### src/rtl/lcd_text_ctrl_if.sv
`default_nettype none
// ============================================================================
// Module  : lcd_text_ctrl_if
// Brief   : Host-side text/refresh handshake and 8-bit parallel LCD bus.
// Revision: 1.0 - initial release
// ============================================================================
interface lcd_text_ctrl_if #(
    parameter int AW = 6
);
    logic          wr_en;
    logic [AW-1:0] wr_addr;
    logic [7:0]    wr_data;
    logic          refresh;
    logic          busy;
    logic          frame_done;
    logic          lcd_rs;
    logic          lcd_rw;
    logic          lcd_e;
    logic [7:0]    lcd_data;

    modport master (
        output wr_en, wr_addr, wr_data, refresh,
        input  busy, frame_done, lcd_rs, lcd_rw, lcd_e, lcd_data
    );

    modport slave (
        input  wr_en, wr_addr, wr_data, refresh,
        output busy, frame_done, lcd_rs, lcd_rw, lcd_e, lcd_data
    );
endinterface
`default_nettype wire

### src/rtl/lcd_text_ctrl.sv
`default_nettype none
// ============================================================================
// Module  : lcd_text_ctrl
// Brief   : ST7920-class text LCD controller: init sequence plus frame streaming
//           of a host-writable ROWS x COLS text buffer over the 8-bit bus.
// Revision: 1.0 - initial release
// ============================================================================
module lcd_text_ctrl #(
    parameter int CLK_DIV      = 8000,
    parameter int ROWS         = 4,
    parameter int COLS         = 16,
    parameter int INIT_SLOTS   = 8,
    parameter int CLEAR_SLOTS  = 6,
    parameter int AUTO_REFRESH = 1
) (
    input wire             clk_50M,
    input wire             rst,
    lcd_text_ctrl_if.slave bus
);
    localparam int DEPTH = ROWS * COLS;
    localparam int AW    = (DEPTH > 1) ? $clog2(DEPTH) : 1;
    localparam int SLOT  = 2 * CLK_DIV;
    localparam int SW    = $clog2(SLOT);
    localparam int RW    = (ROWS > 1) ? $clog2(ROWS) : 1;
    localparam int CW    = $clog2(COLS + 1);
    localparam int CNT_W = 16;

    typedef enum logic [2:0] {
        ST_INIT_WAIT = 3'd0,
        ST_CMD       = 3'd1,
        ST_CLR_WAIT  = 3'd2,
        ST_ENTRY     = 3'd3,
        ST_IDLE      = 3'd4,
        ST_FRAME     = 3'd5
    } state_t;

    localparam state_t RST_STATE = (INIT_SLOTS > 0) ? ST_INIT_WAIT : ST_CMD;

    state_t           r_state, w_state_nxt;
    logic [SW-1:0]    r_s, w_s_nxt;
    logic [CNT_W-1:0] r_cnt, w_cnt_nxt;
    logic [RW-1:0]    r_row, w_row_nxt;
    logic [CW-1:0]    r_col, w_col_nxt;
    logic             r_pending, r_dirty;
    logic             r_e, r_rs, r_fd;
    logic [7:0]       r_data;
    logic [7:0]       r_buf [0:DEPTH-1];

    logic             w_wrap, w_wr_ok, w_req, w_start;
    logic             w_is_bus, w_load_rs, w_last_nxt;
    logic [7:0]       w_load_data;
    logic [AW-1:0]    w_rd_addr;

    function automatic logic [7:0] init_cmd(input logic [1:0] idx);
        case (idx)
            2'd0, 2'd1: init_cmd = 8'h30;
            2'd2:       init_cmd = 8'h0C;
            default:    init_cmd = 8'h01;
        endcase
    endfunction

    // DDRAM start address of each text row (rows 2/3 interleave after 0/1)
    function automatic logic [7:0] row_cmd(input logic [1:0] row);
        case (row)
            2'd0:    row_cmd = 8'h80;
            2'd1:    row_cmd = 8'h90;
            2'd2:    row_cmd = 8'h88;
            default: row_cmd = 8'h98;
        endcase
    endfunction

    assign w_wrap  = (r_s == SW'(SLOT - 1));
    assign w_wr_ok = bus.wr_en && ({1'b0, bus.wr_addr} < (AW + 1)'(DEPTH));
    assign w_req   = r_pending || r_dirty || bus.refresh || w_wr_ok;

    always_comb begin
        w_s_nxt     = w_wrap ? '0 : r_s + 1'b1;
        w_state_nxt = r_state;
        w_cnt_nxt   = r_cnt;
        w_row_nxt   = r_row;
        w_col_nxt   = r_col;
        w_start     = 1'b0;
        if (w_wrap) begin
            case (r_state)
                ST_INIT_WAIT: begin
                    if (r_cnt == CNT_W'(INIT_SLOTS - 1)) begin
                        w_state_nxt = ST_CMD;
                        w_cnt_nxt   = '0;
                    end else begin
                        w_cnt_nxt = r_cnt + 1'b1;
                    end
                end
                ST_CMD: begin
                    if (r_cnt == CNT_W'(3)) begin
                        w_state_nxt = (CLEAR_SLOTS > 0) ? ST_CLR_WAIT : ST_ENTRY;
                        w_cnt_nxt   = '0;
                    end else begin
                        w_cnt_nxt = r_cnt + 1'b1;
                    end
                end
                ST_CLR_WAIT: begin
                    if (r_cnt == CNT_W'(CLEAR_SLOTS - 1)) begin
                        w_state_nxt = ST_ENTRY;
                        w_cnt_nxt   = '0;
                    end else begin
                        w_cnt_nxt = r_cnt + 1'b1;
                    end
                end
                ST_ENTRY: begin
                    w_row_nxt = '0;
                    w_col_nxt = '0;
                    if (AUTO_REFRESH != 0) begin
                        w_state_nxt = ST_FRAME;
                        w_start     = 1'b1;
                    end else begin
                        w_state_nxt = ST_IDLE;
                    end
                end
                ST_IDLE: begin
                    if (w_req) begin
                        w_state_nxt = ST_FRAME;
                        w_start     = 1'b1;
                        w_row_nxt   = '0;
                        w_col_nxt   = '0;
                    end
                end
                ST_FRAME: begin
                    if (r_col == CW'(COLS)) begin
                        w_col_nxt = '0;
                        if (r_row == RW'(ROWS - 1)) begin
                            w_row_nxt = '0;
                            if (AUTO_REFRESH != 0 || w_req) begin
                                w_start = 1'b1;
                            end else begin
                                w_state_nxt = ST_IDLE;
                            end
                        end else begin
                            w_row_nxt = r_row + 1'b1;
                        end
                    end else begin
                        w_col_nxt = r_col + 1'b1;
                    end
                end
                default: w_state_nxt = RST_STATE;
            endcase
        end
    end

    // Bus content is derived from the slot about to run, so the register lands
    // exactly on the CLK_DIV/2 setup point; col 0 of a row is its address slot.
    always_comb begin
        w_is_bus    = 1'b0;
        w_load_rs   = 1'b0;
        w_load_data = 8'h00;
        w_rd_addr   = '0;
        case (w_state_nxt)
            ST_CMD: begin
                w_is_bus    = 1'b1;
                w_load_data = init_cmd(w_cnt_nxt[1:0]);
            end
            ST_ENTRY: begin
                w_is_bus    = 1'b1;
                w_load_data = 8'h06;
            end
            ST_FRAME: begin
                w_is_bus = 1'b1;
                if (w_col_nxt == '0) begin
                    w_load_data = row_cmd(2'(w_row_nxt));
                end else begin
                    w_load_rs   = 1'b1;
                    w_rd_addr   = AW'(int'(w_row_nxt) * COLS + int'(w_col_nxt) - 1);
                    w_load_data = r_buf[w_rd_addr];
                end
            end
            default: ;
        endcase
    end

    assign w_last_nxt = (w_state_nxt == ST_FRAME) && (w_row_nxt == RW'(ROWS - 1)) &&
                        (w_col_nxt == CW'(COLS)) && (w_s_nxt == SW'(SLOT - 1));

    always_ff @(posedge clk_50M) begin
        if (rst) begin
            r_state   <= RST_STATE;
            r_s       <= '0;
            r_cnt     <= '0;
            r_row     <= '0;
            r_col     <= '0;
            r_pending <= 1'b0;
            r_dirty   <= 1'b0;
            r_e       <= 1'b0;
            r_rs      <= 1'b0;
            r_data    <= 8'h00;
            r_fd      <= 1'b0;
        end else begin
            r_state <= w_state_nxt;
            r_s     <= w_s_nxt;
            r_cnt   <= w_cnt_nxt;
            r_row   <= w_row_nxt;
            r_col   <= w_col_nxt;
            r_e     <= w_is_bus && (w_s_nxt >= SW'(CLK_DIV));
            r_fd    <= w_last_nxt;
            if (w_is_bus && (w_s_nxt == SW'(CLK_DIV / 2))) begin
                r_rs   <= w_load_rs;
                r_data <= w_load_data;
            end
            if (AUTO_REFRESH != 0) begin
                r_pending <= 1'b0;
                r_dirty   <= 1'b0;
            end else begin
                // A write in the start cycle lands before any data slot samples it
                r_pending <= w_start ? 1'b0 : (r_pending || bus.refresh);
                r_dirty   <= w_start ? 1'b0 : (r_dirty || w_wr_ok);
            end
        end
    end

    always_ff @(posedge clk_50M) begin
        if (rst) begin
            for (int i = 0; i < DEPTH; i++) begin
                r_buf[i] <= 8'h20;
            end
        end else if (w_wr_ok) begin
            r_buf[bus.wr_addr] <= bus.wr_data;
        end
    end

    assign bus.busy       = (r_state != ST_IDLE) || r_pending || r_dirty;
    assign bus.frame_done = r_fd;
    assign bus.lcd_rs     = r_rs;
    assign bus.lcd_rw     = 1'b0;
    assign bus.lcd_e      = r_e;
    assign bus.lcd_data   = r_data;
endmodule
`default_nettype wire

### src/flat_wrapper.sv
// flat-port wrapper written by rule: the top's interface ports become plain ports
module lcd_text_ctrl_flat 
#(
    parameter int CLK_DIV      = 8000,
    parameter int ROWS         = 4,
    parameter int COLS         = 16,
    parameter int INIT_SLOTS   = 8,
    parameter int CLEAR_SLOTS  = 6,
    parameter int AUTO_REFRESH = 1
)
  (clk_50M, rst, bus_wr_en, bus_wr_addr, bus_wr_data, bus_refresh, bus_busy, bus_frame_done, bus_lcd_rs, bus_lcd_rw, bus_lcd_e, bus_lcd_data);
  lcd_text_ctrl_if #(.AW(($clog2((ROWS * COLS))))) bus_i ();
  input wire clk_50M;
  input wire rst;
  input wire logic [$bits(bus_i.wr_en)-1:0] bus_wr_en;
  input wire logic [$bits(bus_i.wr_addr)-1:0] bus_wr_addr;
  input wire logic [$bits(bus_i.wr_data)-1:0] bus_wr_data;
  input wire logic [$bits(bus_i.refresh)-1:0] bus_refresh;
  output wire logic [$bits(bus_i.busy)-1:0] bus_busy;
  output wire logic [$bits(bus_i.frame_done)-1:0] bus_frame_done;
  output wire logic [$bits(bus_i.lcd_rs)-1:0] bus_lcd_rs;
  output wire logic [$bits(bus_i.lcd_rw)-1:0] bus_lcd_rw;
  output wire logic [$bits(bus_i.lcd_e)-1:0] bus_lcd_e;
  output wire logic [$bits(bus_i.lcd_data)-1:0] bus_lcd_data;
  assign bus_i.wr_en = bus_wr_en;
  assign bus_i.wr_addr = bus_wr_addr;
  assign bus_i.wr_data = bus_wr_data;
  assign bus_i.refresh = bus_refresh;
  assign bus_busy = bus_i.busy;
  assign bus_frame_done = bus_i.frame_done;
  assign bus_lcd_rs = bus_i.lcd_rs;
  assign bus_lcd_rw = bus_i.lcd_rw;
  assign bus_lcd_e = bus_i.lcd_e;
  assign bus_lcd_data = bus_i.lcd_data;
  lcd_text_ctrl #(.CLK_DIV(CLK_DIV), .ROWS(ROWS), .COLS(COLS), .INIT_SLOTS(INIT_SLOTS), .CLEAR_SLOTS(CLEAR_SLOTS), .AUTO_REFRESH(AUTO_REFRESH)) u_core (.clk_50M(clk_50M), .rst(rst), .bus(bus_i));
endmodule
### config.mk
export PLATFORM = sky130hd
export DESIGN_NAME = lcd_text_ctrl_flat
export DESIGN_NICKNAME = d
export VERILOG_FILES = /design/src/rtl/lcd_text_ctrl_if.sv /design/src/rtl/lcd_text_ctrl.sv /design/src/flat_wrapper.sv
export SDC_FILE = /design/constraint.sdc
export NUM_CORES = 1
export LEC_CHECK = 0
export ABC_AREA = 0
export BUFFER_PORTS_ARGS = -buffer_cell sky130_fd_sc_hd__buf_2
export CORE_MARGIN = 1
export CORE_UTILIZATION = 48
export CTS_CLUSTER_DIAMETER = 50
export DETAILED_ROUTE_END_ITERATION = 16
export GPL_TIMING_DRIVEN = 0
export PLACE_DENSITY = 0.72
export SETUP_SLACK_MARGIN = 0.05
export SYNTH_ARGS = -nofsm -noshare
export SYNTH_HDL_FRONTEND = slang
export SYNTH_SLANG_ARGS = --single-unit
### constraint.sdc
create_clock -name clk_50M -period 7.35 [get_ports clk_50M]
set_input_delay 1.47 -clock clk_50M [delete_from_list [all_inputs] [get_ports clk_50M]]
set_output_delay 1.47 -clock clk_50M [all_outputs]
set_load 0.02 [all_outputs]
==> qor.yml <==
fp.dieArea_um2: 60400
peakVddDrop_v: 0.000204
synth_top_family_by_area: "simple AND/OR/NAND/NOR gates"
drcViolationCount: 0
crit_path_end_kind: "flip-flop"
area_growth_syn_to_layout_pct: 13.4
p_clk_frac: 0.473
yosysTopAreaCellShare: 0.539
clock-root-buffer: "clkbuf_16"
cts_tree: "built"
powerDensity_nw_per_um2: 237
synth-compound-area-share: 0.0732
synth_commonest_cells: "512 x edfxtp_1, 453 x and2_1, 321 x nand2_1"
reg2reg_from: "u_core.r_s[0]"
hold_violations: 0
post-dp-hpwl_mm: 88.7
setup_slack_ns: -0.0757
start_kind: "primary input"
cts_buffer_depth: 3
wl_per_cell_um: 36.4
rr_worst_depth: 19
worst_pin_slew_ns: 1.34
syn-num-nets: 2584
period_minus_slack_ns: 7.43
synth_area_leader_cell: "edfxtp_1"
final-instance-count-excl-fill: 3489
critical_path_required_ns: 7.82
initial_core_util: 0.484
drt_pass1_iterations: 6
drive_above_1_share: 0.131
crit_arrival_ns: 7.90
core_area_um2: 58900
slew_headroom: 0.100
synthAdderAreaFrac: 0.00684
synth_edf_count: 512
hold_class: "flip-flop to flip-flop"
row_count: 89
synthArstFlopShare: 0
holdBufCountCts: 0
cap_violations: 0
synthTopCellsByArea: "edfxtp_1 54%, and2_1 9.9%, mux2i_1 4.5%"
wl_mm: 127
status: "complete, but fails checks"
min_period_over_period: 1.01
ys_ff_latch: 563
clk_latency_ns: 0.64
p_seq_frac: 0.483
ys_types: 96
die_h_um: 246
rsz0062_at_grt: "false"
reg2reg_slack_ns: -0.07
ant_nets: 0
fin_area_um2: 32400
worstHoldEndpoint: "u_core.bus.lcd_rs"
tns_ns: -0.138
synth_seq_area_share: 0.575
io_buffers: 21
die_w_um: 246
clock_sinks: 563
p_int_mw: 5.86
synth-simple-area-share: 0.246
share_comb_of_total_power: 0.044
p_leak_nw: 11.5
dpl-instance-area_um2: 29600
p_switching_mw: 1.82
place.gp.congestion: 1.05
yosysWarnings: 0
path_clk_slew_ns: 0.05
h-tree-depth: 3
track_usage: 0.420
num_io_pins: 31
critPathKind: "primary input to flip-flop"
numCtsBuffers: 74
synth_xor_area_frac: 0.0103
min_path_cells: 2
first_iter_violations: 3838
num_vias: 23429
slew_viol_final: 0
vias_per_cell: 6.72
synth.most_common_cell: "edfxtp_1"
synth_ff_type: "edfxtp_1"
syn_inst: 2551
clock-skew-final_ns: 0.0288
final-setup-viol-count: 4
synth_area_um2: 28500
num-fill-cells: 5034
syn_avg_cell_area_um2: 11.2
overflow: 0
synth.mux.area_fraction: 0.0591
r2r_end: "u_core.bus.lcd_data[5]"
swShare: 0.237
grt_pass1_vias: 21668
grt_max_degree: 20
fin_nets: 2688
antenna_found_initial: 9
numPlacedInstances: 3347
cp_max_fo: 19
p_total_mw: 7.68
fmax_mhz: 135
hold_path.startpoint: "u_core.bus.lcd_rs"
failed_checks: "negative setup slack"
dp_slack_ns: -4.28
grt_pass1_wl_mm: 171
[routing by layer]
layer  global-route usage  vias up  share of wire
met4                0.293       10          0.084
met1                0.534    11458           0.36
met3                0.123      526           0.13
met5               0.0163        -         0.0015
met2                0.612     1982           0.42
li1                     -     9453              -
[worst max-delay path, stage by stage]
cell and delay, ns:
buf_2 0.25, nor3_2 0.12, o22ai_4 0.55, nand2_4 0.31, buf_4 0.34, buf_6 0.26
a32oi_1 0.38, inv_1 0.15, fa_1 0.56, clkbuf_2 0.42, nand2b_1 0.35, nor2_1 1.02
a32oi_1 0.21, a31oi_1 0.39, nor4b_1 0.20, o31ai_1 0.71, a31oi_1 0.16
[kinds of logic after synthesis]
kind of cell    after synthesis
compound gates              293
xor+xnor                     32
fa+ha+maj                    15
buf+inv                     193
flops                       563
mux                         151
other cells                   1
simple gates               1303
[metrics by stage]
step,hold slack [ns],util
after global placement,0.469,0.503
final,0.505,0.549
after detailed placement,0.483,0.503
after floorplan,0.468,-
after global routing,0.550,0.549
after CTS,0.500,0.548
[cells in the final DEF, fill, tap and decap left out, types with 40 or more instances in the layout]
cell type	count
a21oi_1	66
and2_1	453
buf_2	40
clkbuf_1	112
clkbuf_16	77
dfxtp_1	51
edfxtp_1	512
mux2i_1	127
nand2_1	318
nand3_1	70
nor2_1	143
or2_2	66
or3_1	70
[final cells by class]
class,count,area (um2),area share
Tap cell,773,967,0.0299
Timing Repair Buffer,30,188,0.00580
Clock inverter,44,447,0.0138
Sequential cell,563,16400,0.507
Buffer,176,841,0.0260
Inverter,15,58.8,0.00182
Multi-Input combinational cell,1795,11500,0.355
Clock buffer,89,1970,0.0609
Antenna cell,4,10.0,0.000309
[sequential cells by signal, indices dropped and copies added (netlist names)]
register and count:
u_core.bus.frame_done 1, u_core.bus.lcd_data 8, u_core.bus.lcd_e 1, u_core.bus.lcd_rs 1, u_core.r_buf 512, u_core.r_cnt 16
u_core.r_col 5, u_core.r_row 2, u_core.r_s 14, u_core.r_state 3
[how the worst max path moves through the flow]
| stage | startpoint | end | slack [ns] | cells after the start |
|---|---|---|---|---|
| 3_5_place_dp | bus_wr_en | u_core.bus.lcd_data[0] | -4.28 | 19 |
| 4_1_cts | bus_wr_en | u_core.bus.lcd_data[0] | -0.08 | 20 |
| 5_1_grt | u_core.r_s[0] | u_core.bus.lcd_data[3] | 0.07 | 21 |
| 6_report | bus_wr_en | u_core.bus.lcd_data[5] | -0.08 | 17 |
| 2_1_floorplan | bus_wr_en | u_core.bus.lcd_data[5] | 1.44 | 19 |
| 3_3_place_gp | bus_wr_en | u_core.bus.lcd_data[0] | -4.66 | 19 |
[power by group through the flow]
stage / registers (mW) / logic, mW / clock network (mW)
2_1_floorplan: 3.74 / 0.175 / 0
3_3_place_gp: 3.77 / 0.314 / 0
3_5_place_dp: 3.77 / 0.319 / 0
4_1_cts: 3.71 / 0.321 / 3.61
5_1_grt: 3.72 / 0.341 / 3.73
6_report: 3.71 / 0.337 / 3.64
[what timing repair did]
action,CTS,global route
endpoints found under the setup margin,8,8
endpoints found under the hold margin,0,0
setup buffers,3,4
gates resized for setup,62,12
pin swaps,2,2
No activity file was read; power rests on OpenSTA's default activity.
